`config.mk`:
```
export PLATFORM = sky130hd
export DESIGN_NAME = step_decoder
export DESIGN_NICKNAME = d
export VERILOG_FILES = /design/src/rtl/valurap_stepper_pkg.sv /design/src/rtl/sync_ff.sv /design/src/rtl/step_decoder.sv
export SDC_FILE = /design/constraint.sdc
export NUM_CORES = 1
export LEC_CHECK = 0
export CAP_MARGIN = 20
export CORE_ASPECT_RATIO = 1.2
export CORE_MARGIN = 3
export CORE_UTILIZATION = 41
export CTS_CLUSTER_SIZE = 12
export DETAILED_ROUTE_END_ITERATION = 16
export GPL_ROUTABILITY_DRIVEN = 0
export PLACE_DENSITY = 0.65
export SKIP_CTS_REPAIR_TIMING = 1
export SLEW_MARGIN = 20
export SYNTH_ARGS = -nofsm -noshare
export SYNTH_HDL_FRONTEND = slang
export SYNTH_HIERARCHICAL = 1
export SYNTH_SLANG_ARGS = --single-unit
```
`constraint.sdc`:
```
create_clock -name clk -period 5.5 [get_ports clk]
set_clock_uncertainty 0.2 [all_clocks]
set_input_delay 1.1 -clock clk [delete_from_list [all_inputs] [get_ports clk]]
set_output_delay 1.1 -clock clk [all_outputs]
set_load 0.02 [all_outputs]
```
`src/rtl/valurap_stepper_pkg.sv`:
```
// Shared definitions for the valurap stepper blocks: decoder FSM encoding,
// default synchronizer depth / period width, and the position width.
package valurap_stepper_pkg;

  localparam int SYNC_STAGES_DEF = 2;
  localparam int PERIOD_W_DEF    = 32;
  localparam int POS_W           = 64;

  typedef enum logic {
    ST_IDLE = 1'b0,
    ST_RUN  = 1'b1
  } step_state_t;

endpackage

```
`src/rtl/sync_ff.sv`:
```
// Single-bit multi-flop synchronizer for asynchronous inputs.
module sync_ff #(
  parameter int DEPTH = 2
) (
  input  logic clk,
  input  logic reset,
  input  logic i_d,
  output logic o_q
);

  logic [DEPTH-1:0] r_q;

  always_ff @(posedge clk) begin
    if (!reset) begin
      r_q <= '0;
    end else begin
      r_q <= {r_q[DEPTH-2:0], i_d};
    end
  end

  assign o_q = r_q[DEPTH-1];

endmodule

```
`src/rtl/step_decoder.sv`:
```
// Step/direction decoder: tracks a 64-bit position from external step pulses,
// measures the step period and flags too-fast steps and direction-setup violations.
module step_decoder
  import valurap_stepper_pkg::*;
#(
  parameter int SYNC_STAGES = SYNC_STAGES_DEF,
  parameter int PERIOD_W    = PERIOD_W_DEF
) (
  input  logic                    clk,
  input  logic                    reset,
  input  logic                    step_in,
  input  logic                    dir_in,
  input  logic                    set_x,
  input  logic signed [POS_W-1:0] x_val,
  input  logic [PERIOD_W-1:0]     min_period,
  input  logic [7:0]              dir_setup,
  input  logic                    clear_err,
  output logic signed [POS_W-1:0] x,
  output logic [PERIOD_W-1:0]     period,
  output logic                    period_valid,
  output logic                    step_seen,
  output logic                    err_too_fast,
  output logic                    err_dir_setup
);

  logic                   w_s;
  logic                   w_d;
  logic                   r_s_prev;
  logic                   r_d_prev;
  logic                   r_arm;
  logic [SYNC_STAGES-1:0] r_fill;
  logic [PERIOD_W-1:0]    r_cnt;
  logic [7:0]             r_dcnt;
  step_state_t            r_state;
  step_state_t            w_state_nxt;
  logic                   w_step;
  logic                   w_cnt_max;
  logic [PERIOD_W-1:0]    w_cnt_inc;
  logic                   w_d_changed;
  logic [7:0]             w_dcnt_eff;
  logic                   w_err_fast;
  logic                   w_err_dir;

  sync_ff #(.DEPTH(SYNC_STAGES)) u_sync_step (
    .clk   (clk),
    .reset (reset),
    .i_d   (step_in),
    .o_q   (w_s)
  );

  sync_ff #(.DEPTH(SYNC_STAGES)) u_sync_dir (
    .clk   (clk),
    .reset (reset),
    .i_d   (dir_in),
    .o_q   (w_d)
  );

  // r_fill marks when s carries a real sample rather than the reset-cleared
  // chain, so a step_in held high through reset release never arms.
  assign w_step      = w_s & ~r_s_prev & r_arm;
  assign w_cnt_max   = &r_cnt;
  assign w_cnt_inc   = r_cnt + {{(PERIOD_W-1){1'b0}}, 1'b1};
  assign w_d_changed = (w_d != r_d_prev);
  assign w_dcnt_eff  = w_d_changed ? 8'd0 : r_dcnt;
  assign w_err_fast  = w_step && !set_x && (r_state == ST_RUN) && (w_cnt_inc < min_period);
  assign w_err_dir   = w_step && (w_dcnt_eff < dir_setup);

  always_comb begin
    w_state_nxt = r_state;
    if (set_x) begin
      w_state_nxt = ST_IDLE;
    end else begin
      case (r_state)
        ST_IDLE: if (w_step) w_state_nxt = ST_RUN;
        ST_RUN:  if (!w_step && w_cnt_max) w_state_nxt = ST_IDLE;
        default: w_state_nxt = ST_IDLE;
      endcase
    end
  end

  always_ff @(posedge clk) begin
    if (!reset) begin
      r_state <= ST_IDLE;
    end else begin
      r_state <= w_state_nxt;
    end
  end

  always_ff @(posedge clk) begin
    if (!reset) begin
      r_s_prev      <= 1'b0;
      r_d_prev      <= 1'b0;
      r_arm         <= 1'b0;
      r_fill        <= '0;
      r_cnt         <= '0;
      r_dcnt        <= '0;
      x             <= '0;
      period        <= '0;
      period_valid  <= 1'b0;
      step_seen     <= 1'b0;
      err_too_fast  <= 1'b0;
      err_dir_setup <= 1'b0;
    end else begin
      r_s_prev  <= w_s;
      r_d_prev  <= w_d;
      r_fill    <= {r_fill[SYNC_STAGES-2:0], 1'b1};
      step_seen <= w_step;
      if (r_fill[SYNC_STAGES-1] && !w_s) r_arm <= 1'b1;

      r_dcnt <= (&w_dcnt_eff) ? w_dcnt_eff : w_dcnt_eff + 8'd1;

      if (set_x) begin
        x <= x_val;
      end else if (w_step) begin
        x <= w_d ? x + 64'sd1 : x - 64'sd1;
      end

      // Period measurement: a set_x step is swallowed and never measured.
      if (set_x) begin
        r_cnt        <= '0;
        period_valid <= 1'b0;
      end else if (r_state == ST_IDLE) begin
        if (w_step) r_cnt <= '0;
      end else if (w_step) begin
        period       <= w_cnt_inc;
        period_valid <= 1'b1;
        r_cnt        <= '0;
      end else if (w_cnt_max) begin
        period_valid <= 1'b0;
      end else begin
        r_cnt <= w_cnt_inc;
      end

      err_too_fast  <= w_err_fast | (err_too_fast & ~clear_err);
      err_dir_setup <= w_err_dir | (err_dir_setup & ~clear_err);
    end
  end

endmodule
```
Word level (Yosys, flattened, before mapping)
Cells that the tools add are included.

cells by class
  add/sub/neg operators = 4
  multipliers = 0
  div/mod/pow operators = 0
  $lt $le $gt $ge = 2
  equal/unequal tests = 2
  shift operators = 0
  multiplexer cells = 15
  bitwise logic cells = 11
  reductions and logical operators = 18

operators with widths
  operator                                                              count
  64-bit two-way mux                                                    3
  32-bit two-way mux                                                    4
  64-bit by 2-bit adder with 64-bit output, second input constant       1
  64-bit by 2-bit subtractor with 64-bit output, second input constant  1
  32-bit by 1-bit adder with 32-bit output, second input constant       1
  32-bit less-than comparator                                           1
  32-bit AND reduction                                                  1
  8-bit two-way mux                                                     2
  8-bit by 1-bit adder with 8-bit output, second input constant         1
  8-bit less-than comparator                                            1
  8-bit AND reduction                                                   1
  1-bit logical AND                                                     6
  2-bit nonzero test                                                    3
  1-bit two-way mux                                                     5
  1-bit inverter                                                        5
  1-bit AND                                                             4
  2-bit AND reduction                                                   2
  1-bit zero test                                                       3
  3-bit AND reduction                                                   1
  2-bit != test, second input constant                                  1
  1-bit OR                                                              2
  1-bit one-hot mux with 2 select lines                                 1
  2-bit OR reduction                                                    1
  1-bit != test                                                         1

storage, ports and cells
  bits in registers = 150
  latch bits = 0
  memory bits (writable) = 0
  ROM bits = 0
  bits of input ports = 110
  output and inout port bits = 100
  logic and storage cells = 68
  memories kept = 0

Longest topological paths before layout
  depth after elaboration = 7
  depth in mapped cells = 19
  depth with buffers taken out = 17

Hierarchy
Netlist, hierarchy kept.

modules (own cells, without submodules)
  module        instances  cells each  area an instance (µm²)  sequential area each (µm²)
  step_decoder  1          1540        11227.0                 2922.8
  sync_ff       2          4           52.6                    40.0

Least setup slack after synthesis
OpenSTA, ideal clock, no wires.

  path type = register -> register
  start = register r_cnt[0]
  end = register err_too_fast
  arrival = 4.355 ns
  data required time = 5.242 ns
  slack = 0.888 ns
  stages on the path, launching flop included = 19
  buffers on the path = 1
  cells stage by stage = dfxtp_1 > ha_1 > nand3_2 > or4b_1 > buf_2 > nor3_1 > and2_1 > nand3_1 > nor2_1 > xor2_1 > ha_1 > a21o_1 > a21o_1 > a21o_1 > a21o_1 > a21o_1 > a2111o_1 > a2111oi_0 > a21o_1

on the way
  cells in the longest elaborated chain, start to end = 4

RTL lines
  element                                   line                 RTL
  start: declaration                        step_decoder.sv:32   logic [PERIOD_W-1:0] r_cnt;
  start signal: assignment                  step_decoder.sv:131  r_cnt <= w_cnt_inc;
  32-bit by 1-bit adder with 32-bit output  step_decoder.sv:62   assign w_cnt_inc = r_cnt + {{(PERIOD_W-1){1'b0}}, 1'b1};
  named net w_cnt_inc[26]                   step_decoder.sv:38   logic [PERIOD_W-1:0] w_cnt_inc;
  32-bit less-than comparator               step_decoder.sv:65   assign w_err_fast = w_step && !set_x && (r_state == ST_RUN) && (w_cnt_inc < min_period);
  1-bit logical AND                         step_decoder.sv:65
  1-bit OR                                  step_decoder.sv:134  err_too_fast <= w_err_fast | (err_too_fast & ~clear_err);
  end signal: assignment                    step_decoder.sv:134
  end: declaration                          step_decoder.sv:22   output logic err_too_fast,

The timed path passes the listed nets, and every way through them passes these cells.
A chain may end at the register's enable or synchronous reset.

Worst setup path in the final report
Same ends and word-level chain as after synthesis.

==> Implementation_results.wiki <==
{| class="wikitable"
! Metric !! Value
|-
| Result of the run || completed
|-
| Syn_area_per_cell || 7.32 um2
|-
| Routed WL per cell || 17.2 um
|-
| Main flop type after synthesis || sky130_fd_sc_hd__dfxtp_1
|-
| Length in cells of the worst reg-to-reg path || 17
|-
| Net count after synthesis || 1761
|-
| Maximum vdd ir drop || 0.181 mV
|-
| Fraction of layout instances using a drive strength above 1 || 0.0392
|-
| Vias in the first global route || 11200
|-
| Actual slew at the worst max-slew pin || 865 ps
|-
| Io pins || 210
|-
| Vias || 11600
|-
| Pin count of the biggest net entering global routing || 71
|-
| Worst hold path endpoint || u_sync_step/r_q[1]
|-
| Leading area contributor after synthesis || sky130_fd_sc_hd__dfxtp_1
|-
| Crit end category || flip-flop
|-
| Post-synth EDFFs || 0
|-
| Share of power burned in registers || 0.350
|-
| Die Outline Area || 29700 um2
|-
| Iteration count of the initial detailed-routing pass || 5
|-
| Post-route ant nets || 0
|-
| CTS root buffer || sky130_fd_sc_hd__clkbuf_16
|-
| Post-detailed-routing wire length || 35300 um
|-
| Static leakage || 5.98 nW
|-
| Number of register bits inferred by synthesis || 150
|-
| Worst relative slew slack || 0.421
|-
| Leading cell type in the layout, fill and taps excluded || sky130_fd_sc_hd__clkdlybuf4s50_1
|-
| Startpoint-to-endpoint class of the critical path || flip-flop to flip-flop
|-
| Shortest period the worst path allows || 4940 ps
|-
| Number of slew-limit violations in the final report || 0
|-
| Number of max-cap violations || 0
|-
| Final Hold Violating Endpoints || 0
|-
| Worst-case clock buffer depth || 2
|-
| Half-perimeter wire length after detailed placement || 26200 um
|-
| Max Fclk || 0.202 GHz
|-
| Hold Path Depth || 1
|-
| Clock insertion delay at the later pin of the skew report || 440 ps
|-
| Crit share post-route || 0.899
|-
| Share of total power in the clock network || 0.334
|-
| Htree depth || 4
|-
| Setup TNS after final layout || 0 ps
|-
| Global Route Usage Sum || 0.233
|-
| Kind of start point of the critical path || flip-flop
|-
| Number of antenna violations at the first check in global routing || 0
|-
| Number of buffers created by CTS || 17
|-
| Row Count || 66
|-
| Class of the most critical hold timing path || flip-flop to flip-flop
|-
| Worst setup slack for register-to-register paths || 560 ps
|-
| Internal portion of total power || 0.00216 W
|-
| Switching pwr || 0.00117 W
|-
| Worst Hold Launch || u_sync_step/r_q[0]
|-
| Port Buffer Count || 209
|-
| Arrival time at the worst endpoint || 5130 ps
|-
| TritonCTS sink count || 150
|-
| Gate count after technology mapping || 1548
|-
| Post-layout net count || 1908
|-
| Highest-count cells in the layout ignoring fill and taps || sky130_fd_sc_hd__clkdlybuf4s50_1 (207), sky130_fd_sc_hd__a21oi_1 (182), sky130_fd_sc_hd__nor2_1 (171)
|-
| Endpoint of the most critical register-to-register path || err_too_fast
|-
| Unrepaired setup endpoints after global routing || no
|-
| Starting density of the core || 0.417
|-
| Core region area || 27200 um2
|-
| Crit-path max FO || 9
|-
| Total standard cell area after synthesis || 11300 um2
|-
| DRC viols || 0
|-
| Die extent in x || 158 um
|-
| Ys async rst share || 0
|-
| Power Density || 236 nW/um2
|-
| Worst endpoint required time || 5690 ps
|-
| Sw frac || 0.351
|-
| Height of the chip || 188 um
|-
| Launch point of the worst reg-to-reg path || r_cnt[0]
|-
| Ratio of routed vias to standard cells || 5.67
|-
| Clock slew seen by the registers of the worst setup and hold paths || 70 ps
|-
| Top-area cell type share of the netlist area || 0.265
|-
| Synthesis warning total || 6
|-
| Total congestion overflow || 0
|-
| Relative area change from synthesis to final layout || 24.4%
|-
| # fillers || 2682
|-
| Inserted Diodes || 0
|-
| Starting DRT DRC Count || 752
|-
| Distinct cell type count after synthesis || 69
|-
| Total Power || 0.00332 W
|-
| Number of setup violations in the final report || 0
|-
| Clock tree from TritonCTS || built
|-
| Sequential area share after synthesis || 0.265
|-
| Wire length of the first global-routing pass || 56900 um
|-
| Fraction of power consumed by combinational cells || 0.316
|-
| Area contributors post-synth || sky130_fd_sc_hd__dfxtp_1 (26%), sky130_fd_sc_hd__ha_1 (11%), sky130_fd_sc_hd__a21oi_1 (8.0%)
|}
[flip-flops by register name, summed over array words and instances (netlist names)]
signal	flops
x	64
period	32
r_cnt	32
r_dcnt	8
r_fill	2
u_sync_dir/r_q	2
u_sync_step/r_q	2
err_dir_setup	1
err_too_fast	1
period_valid	1
r_arm	1
r_d_prev	1
r_s_prev	1
r_state	1
step_seen	1
[critical path: stages (launching register included)]
cell,delay (ps)
sky130_fd_sc_hd__dfxtp_1,430
sky130_fd_sc_hd__ha_1,260
sky130_fd_sc_hd__nand3_2,180
sky130_fd_sc_hd__or4b_4,630
sky130_fd_sc_hd__nor3_2,250
sky130_fd_sc_hd__and2_1,180
sky130_fd_sc_hd__nand3_1,200
sky130_fd_sc_hd__nor2_1,220
sky130_fd_sc_hd__xor2_1,240
sky130_fd_sc_hd__ha_1,290
sky130_fd_sc_hd__a21o_1,160
sky130_fd_sc_hd__a21o_1,170
sky130_fd_sc_hd__a21o_1,180
sky130_fd_sc_hd__a21o_1,170
sky130_fd_sc_hd__a21o_1,170
sky130_fd_sc_hd__a2111o_1,420
sky130_fd_sc_hd__a2111oi_0,380
sky130_fd_sc_hd__a21o_1,170
[power groups by stage]
stage / clock network [W] / logic, W / registers, W
2_1_floorplan: 0 / 0.000663 / 0.00121
3_5_place_dp: 0 / 0.00103 / 0.00119
6_report: 0.00111 / 0.00105 / 0.00116
4_1_cts: 0.00113 / 0.00104 / 0.00116
3_3_place_gp: 0 / 0.00102 / 0.00119
5_1_grt: 0.00117 / 0.00115 / 0.00117
[metrics by stage]
step	hold WS (ps)	instances	area [um2]	utilization	setup WS, ps
2_1_floorplan	212	1548	11300	-	888
3_3_place_gp	215	2016	13500	0.498	502
3_5_place_dp	224	2016	13500	0.499	366
4_1_cts	243	2048	14100	0.519	329
5_1_grt	250	2048	14100	0.519	134
6_report	237	2048	14100	0.519	557
[layer usage]
layer,vias to the layer above,GRT usage,wire (um),share of wire
met2,336,0.404,17100,0.49
met4,0,0.0731,944,0.027
li1,5813,-,-,-
met5,-,0,0,0
met3,66,0.0365,1670,0.047
met1,5399,0.295,15600,0.44
[synthesized netlist by cell type (4+ instances only)]
| cell type | number |
|---|---|
| sky130_fd_sc_hd__clkbuf_1 | 76 |
| sky130_fd_sc_hd__dfxtp_1 | 150 |
| sky130_fd_sc_hd__a311oi_1 | 16 |
| sky130_fd_sc_hd__ha_1 | 102 |
| sky130_fd_sc_hd__nand3_1 | 34 |
| sky130_fd_sc_hd__or3_1 | 16 |
| sky130_fd_sc_hd__a211oi_1 | 11 |
| sky130_fd_sc_hd__o22ai_1 | 10 |
| sky130_fd_sc_hd__and4_1 | 6 |
| sky130_fd_sc_hd__o21a_1 | 5 |
| sky130_fd_sc_hd__buf_1 | 6 |
| sky130_fd_sc_hd__and2_1 | 17 |
| sky130_fd_sc_hd__o31ai_1 | 6 |
| sky130_fd_sc_hd__xnor2_1 | 56 |
| sky130_fd_sc_hd__nor2b_1 | 8 |
| sky130_fd_sc_hd__nand4_1 | 40 |
| sky130_fd_sc_hd__o21ai_0 | 101 |
| sky130_fd_sc_hd__a31oi_1 | 17 |
| sky130_fd_sc_hd__or2_2 | 4 |
| sky130_fd_sc_hd__inv_1 | 69 |
| sky130_fd_sc_hd__nand2_1 | 170 |
| sky130_fd_sc_hd__nor4_1 | 5 |
| sky130_fd_sc_hd__and3_1 | 25 |
| sky130_fd_sc_hd__o21bai_1 | 15 |
| sky130_fd_sc_hd__a21oi_1 | 182 |
| sky130_fd_sc_hd__o2111ai_1 | 5 |
| sky130_fd_sc_hd__nor3_1 | 59 |
| sky130_fd_sc_hd__xor2_1 | 46 |
| sky130_fd_sc_hd__nand2b_1 | 5 |
| sky130_fd_sc_hd__nor2_1 | 171 |
| sky130_fd_sc_hd__a21o_1 | 52 |
[kinds of logic (layout without fill, tap and decap cells)]
logic type	count (synthesis)	in the layout	share of synthesized area
buf+inv	159	319	0.0551
simple gates	576	576	0.239
fa+ha+maj	103	103	0.114
compound gates	456	456	0.246
flops	150	150	0.265
xor+xnor	102	102	0.0788
mux	2	2	0.00177
[area by class of cell]
type                       instances  area [um2]  area share
multi-input combinational       1239        7720       0.548
timing repair buffer             217        2140       0.152
tap                              340         425      0.0302
sequential                       150        3000       0.213
clock buffer                      20         447      0.0317
inverter                          70         263      0.0186
clock inverter                    12        96.3     0.00683
[how the worst max path moves through the flow]
stage                     startpoint            to  slack (ps)
final                       r_cnt[0]  err_too_fast         560
after global routing        r_cnt[0]  err_too_fast         130
after CTS                   r_cnt[0]  err_too_fast         330
after detailed placement    r_cnt[0]  err_too_fast         370
after global placement      r_cnt[0]  err_too_fast         500
after floorplan             r_cnt[0]  err_too_fast         890
Power figures use the tool's default switching activity.
